`src/rtl/rv32_cpu_cp_div_ctrl.sv`:
```
// rv32_cpu_cp_div_ctrl: issue/return controller in front of the serial divider co-processor
module rv32_cpu_cp_div_ctrl #(
  parameter int XLEN    = 32,
  parameter int TIMEOUT = 64
) (
  input  logic            i_clk,
  input  logic            i_rst,
  input  logic            i_valid,
  input  logic [2:0]      i_funct3,
  input  logic [XLEN-1:0] i_rs1,
  input  logic [XLEN-1:0] i_rs2,
  input  logic            i_cpu_trap,
  output logic [XLEN-1:0] o_res,
  output logic            o_valid,
  output logic            o_busy,
  output logic            o_err,
  output logic            o_div_start,
  output logic [2:0]      o_div_op,
  output logic [XLEN-1:0] o_div_rs1,
  output logic [XLEN-1:0] o_div_rs2,
  output logic            o_div_trap,
  input  logic [XLEN-1:0] i_div_res,
  input  logic            i_div_valid
);
  typedef enum logic [2:0] {IDLE, FAST, ISSUE, WAIT, DONE, FLUSH} state_t;
  localparam logic [15:0] LAST = 16'(TIMEOUT - 1);
  state_t          r_state, w_next;
  logic [15:0]     r_cnt;
  logic [2:0]      r_op;
  logic [XLEN-1:0] r_rs1, r_rs2, r_res;
  logic            r_err;
  logic            w_acc, w_zero, w_ovf, w_tmo;
  logic [XLEN-1:0] w_fast_res;
  assign w_acc      = r_state == IDLE && i_valid && i_funct3[2];
  assign w_zero     = i_rs2 == '0;
  assign w_ovf      = !i_funct3[0] && i_rs1 == {1'b1, {(XLEN-1){1'b0}}} && i_rs2 == '1;
  // funct3[1] selects remainder; special results follow the RV32M rules
  assign w_fast_res = w_zero ? (i_funct3[1] ? i_rs1 : '1) : (i_funct3[1] ? '0 : i_rs1);
  assign w_tmo      = r_cnt == LAST;
  always_comb begin
    w_next = r_state;
    case (r_state)
      IDLE:    w_next = w_acc ? ((w_zero || w_ovf) ? FAST : ISSUE) : IDLE;
      FAST:    w_next = IDLE;
      ISSUE:   w_next = i_cpu_trap ? FLUSH : WAIT;
      WAIT:    w_next = i_div_valid ? DONE : ((i_cpu_trap || w_tmo) ? FLUSH : WAIT);
      DONE:    w_next = IDLE;
      FLUSH:   w_next = (i_div_valid || w_tmo) ? IDLE : FLUSH;
      default: w_next = IDLE;
    endcase
  end
  always_ff @(posedge i_clk or posedge i_rst)
    if (i_rst) r_state <= IDLE;
    else       r_state <= w_next;
  always_ff @(posedge i_clk or posedge i_rst)
    if (i_rst) begin
      r_cnt <= '0;
      r_op  <= '0;
      r_rs1 <= '0;
      r_rs2 <= '0;
      r_res <= '0;
      r_err <= 1'b0;
    end else begin
      r_cnt <= ((r_state == WAIT || r_state == FLUSH) && w_next == r_state) ? r_cnt + 16'd1 : '0;
      if (w_acc) begin
        r_op  <= i_funct3;
        r_rs1 <= i_rs1;
        r_rs2 <= i_rs2;
        r_res <= w_fast_res;
      end else if (r_state == WAIT && i_div_valid) begin
        r_res <= i_div_res;
      end
      r_err <= (r_state == WAIT && !i_div_valid && w_tmo) ? 1'b1 : (r_state == IDLE ? 1'b0 : r_err);
    end
  assign o_res       = r_res;
  assign o_valid     = r_state == FAST || r_state == DONE;
  assign o_busy      = r_state != IDLE;
  assign o_err       = r_state == IDLE && r_err;
  assign o_div_start = r_state == ISSUE;
  assign o_div_op    = r_op;
  assign o_div_rs1   = r_rs1;
  assign o_div_rs2   = r_rs2;
  assign o_div_trap  = r_state == FLUSH;
endmodule

```
`config.mk`:
```
export PLATFORM = sky130hd
export DESIGN_NAME = rv32_cpu_cp_div_ctrl
export DESIGN_NICKNAME = d
export VERILOG_FILES = /design/src/rtl/rv32_cpu_cp_div_ctrl.sv
export SDC_FILE = /design/constraint.sdc
export NUM_CORES = 1
export LEC_CHECK = 0
export BUFFER_PORTS_ARGS = -buffer_cell sky130_fd_sc_hd__buf_2
export CAP_MARGIN = 20
export CORE_MARGIN = 5
export CORE_UTILIZATION = 45
export DETAILED_ROUTE_END_ITERATION = 8
export PLACE_DENSITY = 0.8
export SLEW_MARGIN = 20
export SYNTH_ARGS = -nofsm -noshare
export SYNTH_HDL_FRONTEND = slang
export SYNTH_SLANG_ARGS = --single-unit
```
`constraint.sdc`:
```
create_clock -name i_clk -period 7.7 [get_ports i_clk]
set_clock_uncertainty 0.1 [all_clocks]
set_input_delay 0.385 -clock i_clk [delete_from_list [all_inputs] [get_ports i_clk]]
set_output_delay 0.385 -clock i_clk [all_outputs]
set_load 0.03 [all_outputs]
```
* After elaboration in Yosys (flattened, before gate mapping)
Cells that the tools add are included.
** Word-level totals
- Flip-flop bits (word level) :: 119
- Bits of input ports :: 104
- Logic and storage cells :: 53
** Cells by class
- Add/subtract/negate cells :: 1
- Equal/unequal tests :: 9
- Muxes and demuxes :: 15
- Reduce and logical (&&, ||, !) cells :: 21
** Operators by type and width (count)
- 2-to-1 mux 32 bit :: 5
- equality test 32 bit (second input constant) :: 2
- zero test 32 bit :: 1
- adder 16 x 1 -> 16 bit (second input constant) :: 1
- equality test 16 x 6 -> 1 bit (second input constant) :: 1
- 2-to-1 mux 16 bit :: 1
- 2-to-1 mux 3 bit :: 4
- case mux 3 bit (4 select lines) :: 1
- logical AND 1 bit :: 9
- equality test 3 x 2 -> 1 bit (second input constant) :: 2
- equality test 3 bit (second input constant) :: 2
- logical OR 1 bit :: 5
- 2-to-1 mux 2 bit :: 2
- nonzero test 2 bit :: 2
- equality test 3 x 1 -> 1 bit (second input constant) :: 1
- equality test 3 bit :: 1
- zero test 3 bit :: 1
- nonzero test 3 bit :: 1
- zero test 1 bit :: 2
- 2-to-1 mux 1 bit :: 2

* Longest topological paths before layout
- Depth after elaboration :: 10
- Mapped depth :: 8
- Mapped depth without buffers :: 5

* Least setup slack after synthesis
Ideal clock, no wire load.
- Path type :: register -> register
- From :: reg r_cnt[0]
- To :: reg r_cnt[10]
- Arrival time :: 1.534 ns
- Required time :: 7.529 ns
- Setup slack :: 5.994 ns
- Cell stages (with the launch flop) :: 8
- Buffers on the path :: 2
- Period minus slack after synthesis :: 1.706 ns
- Path through :: dfrtp_1 -> ha_1 -> and3_1 -> buf_2 -> a41oi_4 -> nand3_2 -> buf_2 -> nor2_1
** Between the ends
- Word-level cells in the longest chain between the ends :: 8
- Elaborated cells on any way between the ends :: 11
** RTL lines
- from (decl) :: line 28 : logic [15:0] r_cnt;
- from (signal assigned) :: line 64 : r_cnt <= ((r_state == WAIT || r_state == FLUSH) && w_next == r_state) ? r_cnt + 16'd1 : '0;
- equality test 16 x 6 -> 1 bit :: line 39 : assign w_tmo = r_cnt == LAST;
- logical OR 1 bit :: line 46 : WAIT: w_next = i_div_valid ? DONE : ((i_cpu_trap || w_tmo) ? FLUSH : WAIT);
- 2-to-1 mux 3 bit (2 in series) :: line 46
- case mux 3 bit (4 select lines) :: line 42 : case (r_state)
- equality test 3 bit :: line 64
- logical AND 1 bit :: line 64
- 2-to-1 mux 16 bit * :: line 64
Every way passes the cells marked *; elsewhere a longest branch is shown, timed or not.
A chain may end at the register's enable or synchronous reset.

* Worst setup path after layout
- From :: reg r_state[0]
- To :: reg r_res[18] (netlist: o_res[18])
** Between the ends
- Word-level cells in the longest chain between the ends :: 4
- Elaborated cells on any way between the ends :: 7
** RTL lines
- from (decl) :: line 27 : state_t r_state, w_next;
- from (signal assigned) :: line 54 : else r_state <= w_next;
- zero test 3 bit :: line 34 : assign w_acc = r_state == IDLE && i_valid && i_funct3[2];
- logical AND 1 bit (2 in series) :: line 34
- 2-to-1 mux 32 bit / nonzero test 2 bit (equally long branches)
- to (signal assigned) :: line 69 : r_res <= w_fast_res;
- to (signal assigned) :: line 71 : r_res <= i_div_res;
- to (decl) :: line 30 : logic [XLEN-1:0] r_rs1, r_rs2, r_res;
Parallel ways exist; a longest one is shown, timed or not.

==> results.json <==
{
  "status": "finished, violations left",
  "violations": "negative hold slack",
  "grt_usage_pct": 22.50,
  "via_count": 5033,
  "nets": 902,
  "wl_per_cell_um": 17.35,
  "slew_violations": 0,
  "num_rows": 40,
  "timing.rr.end": "o_res[18]",
  "synth_edf_count": 0,
  "ff_latch_area_um2": 2978,
  "grt_pass1_vias": 5029,
  "critPathCaptureType": "flip-flop",
  "boundaryPins": 208,
  "routed_via_density": 5.167,
  "firstDrtPassIters": 4,
  "portBuffers": 207,
  "period_needed_ns": 2.811,
  "grt_overflow_total": 0,
  "p_per_area_nw_per_um2": 422.5,
  "cts_resized": 0,
  "postRouteAntennaNets": 0,
  "holdWs_ns": -0.00004086,
  "htree_levels": 4,
  "hp-class": "input pin to asynchronous set/reset pin",
  "die_w_um": 121.7,
  "tightest_slew_ns": 1.086,
  "path_class": "flip-flop to flip-flop",
  "cts_setup_buffers": 0,
  "fillers": 1110,
  "hold_buffers": 0,
  "start_util_pct": 46.35,
  "wirelength_mm": 16.90,
  "dieHeight_um": 121.7,
  "fin_tns_setup_ns": 0,
  "critPathLaunch": "r_state[0]",
  "synth-main-ff-cell": "dfrtp_1",
  "p_leak_nw": 3.576,
  "max_freq_mhz": 355.8,
  "clk_path_buf_depth": 2,
  "clock_latency_ns": 0.40,
  "drc": 0,
  "rsz0062_at_grt": "false",
  "gp_congestion": 0.8455,
  "yosysWarnings": 0,
  "vdd_drop_max_mv": 0.2169,
  "cts_made_buffers": 17,
  "period_share_pct": 36.50,
  "post-route-util_pct": 59.58,
  "multi_input_area_um2": 2416,
  "synth_cells": 603,
  "area_growth_pct": 28.53,
  "cp_max_fo": 100,
  "final_common_cell": "buf_2",
  "ys_seq_area_share_pct": 53.04,
  "antenna_found_initial": 0,
  "final_cell_mix": "207 x buf_2, 205 x nand2_1, 119 x dfrtp_1",
  "hpwlAfterDp_mm": 11.95,
  "grt_pass1_wl_mm": 26.20,
  "syn_nets": 708,
  "clkTransAtPathRegs_ns": 0.05,
  "r2r-start": "r_state[0]",
  "ys_types": 41,
  "critPathRequiredTime_ns": 7.88,
  "synth-async-reset-ratio_pct": 100.0,
  "drive_above_1_share_pct": 36.72,
  "power_w": 0.003048,
  "r2r_setup_slack_ns": 4.89,
  "clock_sinks": 119,
  "synth.avg_cell_area_um2": 9.310,
  "core_um2": 12110,
  "r2r.worst_path.cells": 5,
  "syn_area_um2": 5614,
  "die-area_um2": 14810,
  "critical_path_arrival_ns": 2.99,
  "max_cap_violations": 0,
  "cts_root_buffer": "clkbuf_16",
  "relSlewSlack_pct": 27.59,
  "first_iter_violations": 369,
  "worst_setup_path_start_kind": "flip-flop",
  "hold_viol": 1,
  "grt_max_degree": 101,
  "n_antenna_cell": 0,
  "setup_viol": 0,
  "ys_ff_latch": 119,
  "cts_tree": "yes",
  "cp-endpoint": "o_res[18]"
}
[state kept, by name (all words and copies together), names as in the netlist]
name / cells
o_div_op: 3
o_div_rs1: 32
o_div_rs2: 32
o_res: 32
r_cnt: 16
r_err: 1
r_state: 3
[final cells by class]
class | instances | area share, %
clock buffer | 23 | 6.763
tap | 168 | 2.913
multi-input combinational | 443 | 33.48
clock inverter | 5 | 0.3468
timing repair buffer | 212 | 14.98
sequential | 119 | 41.27
inverter | 4 | 0.2428
[worst max-delay path: stages, from the launching register on]
cell and delay [ns]:
dfrtp_1 0.48, nor3_2 0.37, and3_4 0.92, a31oi_4 0.37, a21oi_1 0.33, a21oi_2 0.09
[cell families after synthesis]
kind of cell / share of synthesized area (%)
compound gates: 14.93
flops: 53.04
buf+inv: 4.301
fa+ha+maj: 0.2228
xor+xnor: 2.340
simple gates: 25.16
[synthesized netlist by cell type (2+ instances only)]
master / n / area, um^2
a21oi_1: 24 / 120.1
a21oi_2: 40 / 350.3
and2_1: 2 / 12.51
and3_1: 4 / 25.02
and4_1: 3 / 26.28
buf_1: 2 / 7.510
buf_2: 13 / 65.06
buf_4: 5 / 37.54
buf_6: 7 / 78.83
clkbuf_1: 10 / 37.54
dfrtp_1: 119 / 2978
inv_1: 4 / 15.01
nand2_1: 205 / 769.5
nand2b_1: 3 / 18.77
nand3_1: 7 / 35.03
nand4_1: 10 / 62.56
nand4_2: 2 / 25.02
nor2_1: 56 / 210.2
nor4_1: 13 / 81.33
nor4_2: 6 / 75.07
nor4bb_1: 2 / 20.02
o211ai_1: 32 / 240.2
o21ai_0: 3 / 15.01
xnor2_1: 3 / 26.28
xor2_1: 12 / 105.1
[per-layer routing]
metal  share of wire, %  global-route usage [%]  wire length [um]  vias up
li1                   -                       -                 -     2422
met1                 44                   30.01              7358     2409
met2                 49                   36.20              8203      174
met3                5.9                   5.107              1003       28
met4                2.0                   7.983               335        0
met5                  0                       0                 0        -
[how the worst min path moves through the flow]
stage / slack, ns / end
6_report: -0.00004 / o_div_rs2[15]
5_1_grt: 0.07 / o_div_rs2[15]
4_1_cts: 0.04 / o_div_rs2[15]
3_5_place_dp: 0.35 / o_div_op[2]
3_3_place_gp: 0.35 / o_div_op[2]
2_1_floorplan: 0.37 / r_cnt[0]
[stage by stage]
| step | instance area, um^2 | std cells | hold slack [ns] | setup WS (ns) |
|---|---|---|---|---|
| after global placement | 6688 | 945 | 0.3459 | 4.953 |
| after detailed placement | 6703 | 946 | 0.3491 | 4.880 |
| after CTS | 7216 | 974 | 0.03727 | 4.850 |
| after global routing | 7216 | 974 | 0.06653 | 4.690 |
| after floorplan | 5614 | 603 | 0.3683 | 4.058 |
| final | 7216 | 974 | -0.00004086 | 4.889 |
[power by group]
part	leakage, nW	switching (W)	internal [W]	total, W
clock network	0.260	0.000258	0.000434	0.000692
registers	1.46	0.000139	0.000878	0.00102
logic	1.85	0.000976	0.000363	0.00134
Note: power is estimated with default switching activity, not from simulation.
